--- src/rtl/parking_gate_if.sv ---
// Lane-request, passage-pulse and barrier-control bundle for the parking ramp arbiter.
// Plain level/pulse signals; no handshake, no backpressure.
interface parking_gate_if;
  logic       req_in;
  logic       req_out;
  logic       entering;
  logic       exiting;
  logic [6:0] count;
  logic       gate_open;
  logic       grant_in;
  logic       grant_out;
  logic       lot_full;
  logic       timeout;

  modport master (
    output req_in, req_out, entering, exiting, count,
    input  gate_open, grant_in, grant_out, lot_full, timeout
  );

  modport slave (
    input  req_in, req_out, entering, exiting, count,
    output gate_open, grant_in, grant_out, lot_full, timeout
  );
endinterface

--- src/rtl/parking_gate_arbiter.sv ---
// Single-lane barrier arbiter: one direction at a time, fair on ties, closes on passage or timeout.
// Latency: request-to-grant 2 edges after first sample, passage-to-close 1 edge; no backpressure.
module parking_gate_arbiter #(
  parameter int CAPACITY     = 99,
  parameter int OPEN_CYCLES  = 500_000_000,
  parameter int CLEAR_CYCLES = 100_000_000,
  parameter int TW           = 29
) (
  input logic            clk,
  input logic            btnC,
  parking_gate_if.slave  bus
);

  typedef enum logic [1:0] {IDLE, GRANT_IN, GRANT_OUT, CLEAR} state_t;

  localparam logic [6:0]    CAP7       = 7'(CAPACITY);
  localparam logic [TW-1:0] OPEN_LAST  = TW'(OPEN_CYCLES - 1);
  localparam logic [TW-1:0] CLEAR_LAST = TW'(CLEAR_CYCLES - 1);

  state_t        state, state_nxt;
  logic [TW-1:0] timer, timer_nxt;
  logic          last_in, last_in_nxt;   // 1: entry was served most recently
  logic          timeout_q, timeout_nxt;
  logic          lot_full_q;
  logic [1:0]    req_in_sync, req_out_sync;
  logic          elig_in, elig_out;

  assign elig_in  = req_in_sync[1] & (bus.count < CAP7);
  assign elig_out = req_out_sync[1];

  always_ff @(posedge clk) begin
    if (btnC) begin
      state        <= IDLE;
      timer        <= '0;
      last_in      <= 1'b0;
      timeout_q    <= 1'b0;
      lot_full_q   <= 1'b0;
      req_in_sync  <= 2'b00;
      req_out_sync <= 2'b00;
    end else begin
      state        <= state_nxt;
      timer        <= timer_nxt;
      last_in      <= last_in_nxt;
      timeout_q    <= timeout_nxt;
      lot_full_q   <= (bus.count >= CAP7);
      req_in_sync  <= {req_in_sync[0], bus.req_in};
      req_out_sync <= {req_out_sync[0], bus.req_out};
    end
  end

  always_comb begin
    state_nxt   = state;
    last_in_nxt = last_in;
    timeout_nxt = 1'b0;
    case (state)
      IDLE: begin
        // On a tie, serve the direction that did not go last.
        if (elig_in && (!elig_out || !last_in))
          state_nxt = GRANT_IN;
        else if (elig_out)
          state_nxt = GRANT_OUT;
      end
      GRANT_IN: begin
        if (bus.entering) begin
          state_nxt   = CLEAR;
          last_in_nxt = 1'b1;
        end else if (timer == OPEN_LAST) begin
          state_nxt   = CLEAR;
          last_in_nxt = 1'b1;
          timeout_nxt = 1'b1;
        end
      end
      GRANT_OUT: begin
        if (bus.exiting) begin
          state_nxt   = CLEAR;
          last_in_nxt = 1'b0;
        end else if (timer == OPEN_LAST) begin
          state_nxt   = CLEAR;
          last_in_nxt = 1'b0;
          timeout_nxt = 1'b1;
        end
      end
      CLEAR: begin
        if (timer == CLEAR_LAST)
          state_nxt = IDLE;
      end
      default: state_nxt = IDLE;
    endcase

    if (state_nxt != state || state == IDLE)
      timer_nxt = '0;
    else
      timer_nxt = timer + TW'(1);
  end

  assign bus.grant_in  = (state == GRANT_IN);
  assign bus.grant_out = (state == GRANT_OUT);
  assign bus.gate_open = (state == GRANT_IN) || (state == GRANT_OUT);
  assign bus.lot_full  = lot_full_q;
  assign bus.timeout   = timeout_q;

endmodule

--- src/flat_wrapper.sv ---
// flat-port wrapper written by rule: the top's interface ports become plain ports
module parking_gate_arbiter_flat 
#(
  parameter int CAPACITY     = 99,
  parameter int OPEN_CYCLES  = 500_000_000,
  parameter int CLEAR_CYCLES = 100_000_000,
  parameter int TW           = 29
)
  (clk, btnC, bus_req_in, bus_req_out, bus_entering, bus_exiting, bus_count, bus_gate_open, bus_grant_in, bus_grant_out, bus_lot_full, bus_timeout);
  parking_gate_if bus_i ();
  input logic clk;
  input logic btnC;
  input wire logic [$bits(bus_i.req_in)-1:0] bus_req_in;
  input wire logic [$bits(bus_i.req_out)-1:0] bus_req_out;
  input wire logic [$bits(bus_i.entering)-1:0] bus_entering;
  input wire logic [$bits(bus_i.exiting)-1:0] bus_exiting;
  input wire logic [$bits(bus_i.count)-1:0] bus_count;
  output wire logic [$bits(bus_i.gate_open)-1:0] bus_gate_open;
  output wire logic [$bits(bus_i.grant_in)-1:0] bus_grant_in;
  output wire logic [$bits(bus_i.grant_out)-1:0] bus_grant_out;
  output wire logic [$bits(bus_i.lot_full)-1:0] bus_lot_full;
  output wire logic [$bits(bus_i.timeout)-1:0] bus_timeout;
  assign bus_i.req_in = bus_req_in;
  assign bus_i.req_out = bus_req_out;
  assign bus_i.entering = bus_entering;
  assign bus_i.exiting = bus_exiting;
  assign bus_i.count = bus_count;
  assign bus_gate_open = bus_i.gate_open;
  assign bus_grant_in = bus_i.grant_in;
  assign bus_grant_out = bus_i.grant_out;
  assign bus_lot_full = bus_i.lot_full;
  assign bus_timeout = bus_i.timeout;
  parking_gate_arbiter #(.CAPACITY(CAPACITY), .OPEN_CYCLES(OPEN_CYCLES), .CLEAR_CYCLES(CLEAR_CYCLES), .TW(TW)) u_core (.clk(clk), .btnC(btnC), .bus(bus_i));
endmodule
--- config.mk ---
export PLATFORM = sky130hd
export DESIGN_NAME = parking_gate_arbiter_flat
export DESIGN_NICKNAME = d
export VERILOG_FILES = /design/src/rtl/parking_gate_if.sv /design/src/rtl/parking_gate_arbiter.sv /design/src/flat_wrapper.sv
export SDC_FILE = /design/constraint.sdc
export NUM_CORES = 1
export LEC_CHECK = 0
export CAP_MARGIN = 10
export CORE_ASPECT_RATIO = 0.9
export CORE_MARGIN = 4
export CORE_UTILIZATION = 62
export CTS_CLUSTER_SIZE = 24
export DETAILED_ROUTE_END_ITERATION = 6
export PLACE_DENSITY = 0.88
export SLEW_MARGIN = 20
export SYNTH_ARGS = -nofsm -noshare
export SYNTH_HDL_FRONTEND = slang
export SYNTH_SLANG_ARGS = --single-unit
--- constraint.sdc ---
create_clock -name clk -period 6 [get_ports clk]
set_clock_uncertainty 0.15 [all_clocks]
set_input_delay 0.9 -clock clk [delete_from_list [all_inputs] [get_ports clk]]
set_output_delay 0.9 -clock clk [all_outputs]
set_load 0.05 [all_outputs]
# Word-level counts from Yosys, hierarchy flattened

Cells that the tools add are included.

Flip-flop bits (word level): 38
Input bits: 13
Output and inout port bits: 5

$add $sub $neg: 1
$lt $le $gt $ge: 2
Equality and inequality tests: 8
Muxes and demuxes: 16
Bitwise logic cells: 1
Reduce and logical (&&, ||, !) cells: 10

Operators by type and width:

| operator                | number |
|---|---|
| $add A29 B1 Y29 const B | 1 |
| $eq A29 B27 Y1 const B  | 1 |
| $eq A29 B29 Y1 const B  | 1 |
| $mux W2                 | 6 |
| $pmux W2 S4             | 1 |
| $ge A7 B7 Y1 const B    | 1 |
| $lt A7 B7 Y1 const B    | 1 |
| $mux W1                 | 7 |
| $ne A3 B2 Y1 const B    | 2 |
| $eq A2 B2 Y1 const B    | 2 |
| $pmux W1 S2             | 2 |
| $logic_or A1 B1 Y1      | 3 |
| $reduce_and A3 Y1       | 1 |
| $eq A2 B1 Y1 const B    | 1 |
| $logic_not A1 Y1        | 2 |
| $logic_not A2 Y1        | 1 |
| $ne A2 B2 Y1            | 1 |
| $reduce_bool A2 Y1      | 1 |
| $reduce_or A2 Y1        | 1 |
| $and A1 B1 Y1           | 1 |
| $logic_and A1 B1 Y1     | 1 |

# Depth between registers and ports, before layout

Word-level depth: 8
Depth in mapped cells: 8
Gate-level depth less buffers: 7

# Worst setup path before layout

No wires, ideal clock.

Path kind: in2reg
From: input bus_count[0]
To: register u_core.timer[19]
Arrival: 2190 ps
Required time: 5731 ps
Slack: 3541 ps
Stages on the path: 6
Cell sequence: a2111oi_0 > o21ai_0 > o221ai_2 > buf_4 > buf_6 > nor4_1

Word-level cells in the longest chain between the ends: 8

RTL lines:

| element                           | RTL line                   | RTL |
|---|---|---|
| start: declaration                | flat_wrapper.sv:17         | `input wire logic [$bits(bus_i.count)-1:0] bus_count;` |
| $lt A7 B7 Y1                      | parking_gate_arbiter.sv:28 | `assign elig_in = req_in_sync[1] & (bus.count < CAP7);` |
| $and A1 B1 Y1                     | parking_gate_arbiter.sv:28 |  |
| $logic_and A1 B1 Y1               | parking_gate_arbiter.sv:58 | `if (elig_in && (!elig_out \|\| !last_in))` |
| $mux W2                           | parking_gate_arbiter.sv:58 |  |
| $pmux W2 S4                       | parking_gate_arbiter.sv:55 | `case (state)` |
| $ne A2 B2 Y1                      | parking_gate_arbiter.sv:90 | `if (state_nxt != state \|\| state == IDLE)` |
| $logic_or A1 B1 Y1                | parking_gate_arbiter.sv:90 |  |
| $reduce_or A2 Y1 (no source line) | -                          |  |
| end signal: assignment            | parking_gate_arbiter.sv:42 | `timer <= timer_nxt;` |
| end: declaration                  | parking_gate_arbiter.sv:21 | `logic [TW-1:0] timer, timer_nxt;` |

No other way between the ends.
A chain may end at the register's enable or synchronous reset.

# Worst setup path in the final report

From: register u_core.state[1]
To: output bus_gate_open

Word-level cells in the longest chain between the ends: 2

RTL lines:

| element                                             | RTL line                   | RTL |
|---|---|---|
| start: declaration                                  | parking_gate_arbiter.sv:20 | `state_t state, state_nxt;` |
| start signal: assignment                            | parking_gate_arbiter.sv:41 | `state <= state_nxt;` |
| $eq A2 B1 Y1 / $eq A2 B2 Y1 (equally long branches) | parking_gate_arbiter.sv:98 | `assign bus.gate_open = (state == GRANT_IN) \|\| (state == GRANT_OUT);` |
| $logic_or A1 B1 Y1 *                                | parking_gate_arbiter.sv:98 |  |
| end: declaration                                    | flat_wrapper.sv:18         | `output wire logic [$bits(bus_i.gate_open)-1:0] bus_gate_open;` |

Mark *: on every way between the ends. The rest lies on a longest branch, timed or not.

==> impl_metrics.py <==
metrics = {
    "clock_network": {
        "clk_latency_ns": 0.29,
        "cts_sinks": 38,
        "cts_tree": "yes",
        "cts-buffers-inserted": 5,
        "post_cts_resized": 0,
        "cts_root_buf": "clkbuf_8",
        "path_clk_slew_ns": 0.07,
        "cts-htree-levels": 2,
        "hold_buffers": 0,
        "post_cts_buffers": 0,
        "cts_max_path_buffers": 2,
    },
    "power_and_ir_drop": {
        "comb_power_share_pct": 34.8,
        "finalPower_mw": 0.697,
        "clockPowerShare_pct": 25.9,
        "power_density_nw_per_um2": 289,
        "p_int_mw": 0.420,
        "switchingPower_mw": 0.276,
        "seqPwrFrac_pct": 39.3,
        "switching_share_pct": 39.7,
        "power.leakage_nw": 0.739,
        "vdd_drop_max_v": 0.000181,
    },
    "sta": {
        "tns_ns": 0,
        "final_hold_viol_count": 0,
        "fmax_ghz": 0.332,
        "slew_violations": 0,
        "slew_headroom_pct": 52.0,
        "worst_slew_pin_slew_ns": 0.719,
        "layout_min_cycle_time_ns": 3.01,
        "setup_violations": 0,
        "rsz0062_at_grt": "false",
        "whs_ns": 0.290,
        "fin_ws_ns": 2.99,
        "min_period_over_period_pct": 50.2,
    },
    "placed_design": {
        "port_buffers": 17,
        "place.gp.congestion": 0.833,
        "dp_hpwl_um": 3110,
        "post-place-ws_ns": 2.91,
    },
    "setup_path": {
        "endpoint_kind": "primary output",
        "crit_path_max_incr_delay_ns": 0.80,
        "crit_family": "buffers and inverters",
        "cp_slowest_cell": "clkdlybuf4s50_1",
        "worstPathRequired_ns": 4.95,
        "arrival_ns": 1.96,
        "path_class": "flip-flop to primary output",
        "start_kind": "flip-flop",
        "crit_fanout": 6,
        "path_cells": "inv_1, ha_1, clkdlybuf4s50_1",
        "path_buf_inv": 2,
    },
    "finish": {
        "nets": 282,
        "area_growth_syn_to_layout_pct": 10.1,
        "antennaDiodeCount": 0,
        "fillers": 265,
        "layout-drive-gt1-share_pct": 6.04,
    },
    "routing": {
        "num_vias": 1974,
        "dr.first_iter.drc_count": 178,
        "drt_wl_total_um": 4910,
        "drt.antenna.violating_nets": 0,
        "dr.pass1.iters": 4,
        "avgViaCountPerCell": 6.39,
        "wl_per_cell_um": 15.9,
        "drc_errors": 0,
    },
    "synth": {
        "synth_mux_area_share_pct": 0,
        "synth_seq_cells": 38,
        "synthAdderAreaFrac_pct": 2.86,
        "netlist_area_um2": 2190,
        "synth_compound_area_share_pct": 16.9,
        "synthSimpleGateAreaFrac_pct": 33.7,
        "ys_types": 48,
        "ys_seq_area_share_pct": 34.7,
        "async_flop_share_pct": 0,
        "yosys_warnings": 0,
        "synthFlopType": "dfxtp_1",
        "synth-xor-area-share_pct": 5.20,
        "syn_avg_cell_area_um2": 8.56,
        "synth_top_family_by_area": "simple AND/OR/NAND/NOR gates",
        "synth-edff-count": 0,
        "syn_inst": 256,
        "syn_nets": 274,
    },
    "run_status": {
        "status": "completed",
    },
    "worst_hold_path": {
        "hold_path_class": "flip-flop to flip-flop",
    },
    "die": {
        "rows": 20,
        "dieHeight_um": 64.4,
        "initial_utilization_pct": 64.9,
        "ios": 18,
        "die_area_um2": 4550,
        "coreArea_um2": 3380,
        "die_x_um": 70.7,
    },
    "global_routing": {
        "grt_pass1_wl_um": 8050,
        "grt_antenna_before_repair": 0,
        "track_usage_pct": 21.7,
        "overflow": 0,
        "grt_max_degree": 30,
        "grt_pass1_vias": 1750,
    },
    "job": {
        "drv_cap": 0,
    },
}
-- state kept, by name, indices dropped and copies added (netlist names) --
register,count
u_core.bus.lot_full,1
u_core.bus.timeout,1
u_core.last_in,1
u_core.req_in_sync,2
u_core.req_out_sync,2
u_core.state,2
u_core.timer,29
-- power groups by stage --
stage          Clock, mW  Sequential, mW  Combinational, mW
5_1_grt            0.195           0.276              0.261
4_1_cts            0.182           0.274              0.238
6_report           0.181           0.274              0.242
3_3_place_gp           0           0.279              0.233
3_5_place_dp           0           0.279              0.237
2_1_floorplan          0           0.277              0.206
-- synthesized netlist by cell type (2+ instances only) --
cell type,number,area share (%)
and3_1,2,0.57
dfxtp_1,38,35
a31oi_1,3,0.86
a21oi_1,5,1.1
ha_1,5,2.9
nand4_1,8,2.3
nor3_1,6,1.4
or3_1,4,1.1
and4_1,9,3.6
nand2_1,19,3.3
o21ai_0,20,4.6
nor4_1,29,8.3
o21a_1,3,1.0
nor2b_1,4,1.1
and2_1,5,1.4
buf_6,4,2.1
xnor2_1,10,4.0
clkbuf_1,7,1.2
a21o_1,3,1.0
nor2_1,6,1.0
inv_1,11,1.9
nand3_1,12,2.7
buf_2,5,1.1
xor2_1,3,1.2
nor4b_1,4,1.6
o31a_1,6,2.4
o211ai_1,4,1.4
-- final cells by class --
| type | instances | area [um^2] | share of cell area [%] |
|---|---|---|---|
| Clock buffer | 7 | 86.3 | 3.58 |
| Clock inverter | 1 | 5.00 | 0.208 |
| Inverter | 11 | 41.3 | 1.71 |
| Multi-Input combinational cell | 190 | 1280 | 53.3 |
| Sequential cell | 38 | 761 | 31.6 |
| Tap cell | 44 | 55.1 | 2.28 |
| Timing Repair Buffer | 18 | 178 | 7.37 |
-- placed cells by master (no fill, tap or decap), types with 6 or more instances in the layout --
| cell type | synthesis | routed |
|---|---|---|
| nor3_1 | 6 | 6 |
| nand2_1 | 19 | 19 |
| nor2_1 | 6 | 6 |
| dfxtp_1 | 38 | 38 |
| nand3_1 | 12 | 12 |
| o21ai_0 | 20 | 20 |
| and4_1 | 9 | 9 |
| clkdlybuf4s50_1 | 0 | 17 |
| xnor2_1 | 10 | 10 |
| inv_1 | 11 | 11 |
| clkbuf_8 | 0 | 6 |
| o31a_1 | 6 | 6 |
| nor4_1 | 29 | 29 |
| nand4_1 | 8 | 8 |
-- kinds of logic after synthesis --
kind of cell | Yosys count
AOI/OAI and AO/OA | 53
buffers and inverters | 28
xor gates and xnor gates | 13
adders and majority gates | 5
and+or+nand+nor | 119
DFF | 38
-- through the flow --
stage,util (%),cell area [um^2],instances
global route,71.4,2410,309
floorplan,-,2190,256
CTS,71.4,2410,309
finish,71.4,2410,309
detailed placement,68.7,2320,301
global placement,68.7,2320,301
-- path summary, 6_finish.rpt --
kind                              start               endpoint  slack [ns]  cells past startpoint
setup / recovery        u_core.state[1]          bus_gate_open        2.99                      3
setup reg to reg        u_core.state[1]       u_core.timer[17]        3.23                      6
hold reg to reg   u_core.req_in_sync[0]  u_core.req_in_sync[1]        0.29                      1
hold / removal    u_core.req_in_sync[0]  u_core.req_in_sync[1]        0.29                      1
-- layer usage --
| layer | GRT usage [%] | routed length [um] |
|---|---|---|
| met1 | 28.4 | 2300 |
| met2 | 35.4 | 2250 |
| met3 | 5.97 | 290 |
| met4 | 5.63 | 69 |
| met5 | 0 | 0 |
Note: power is estimated with default switching activity, not from simulation.
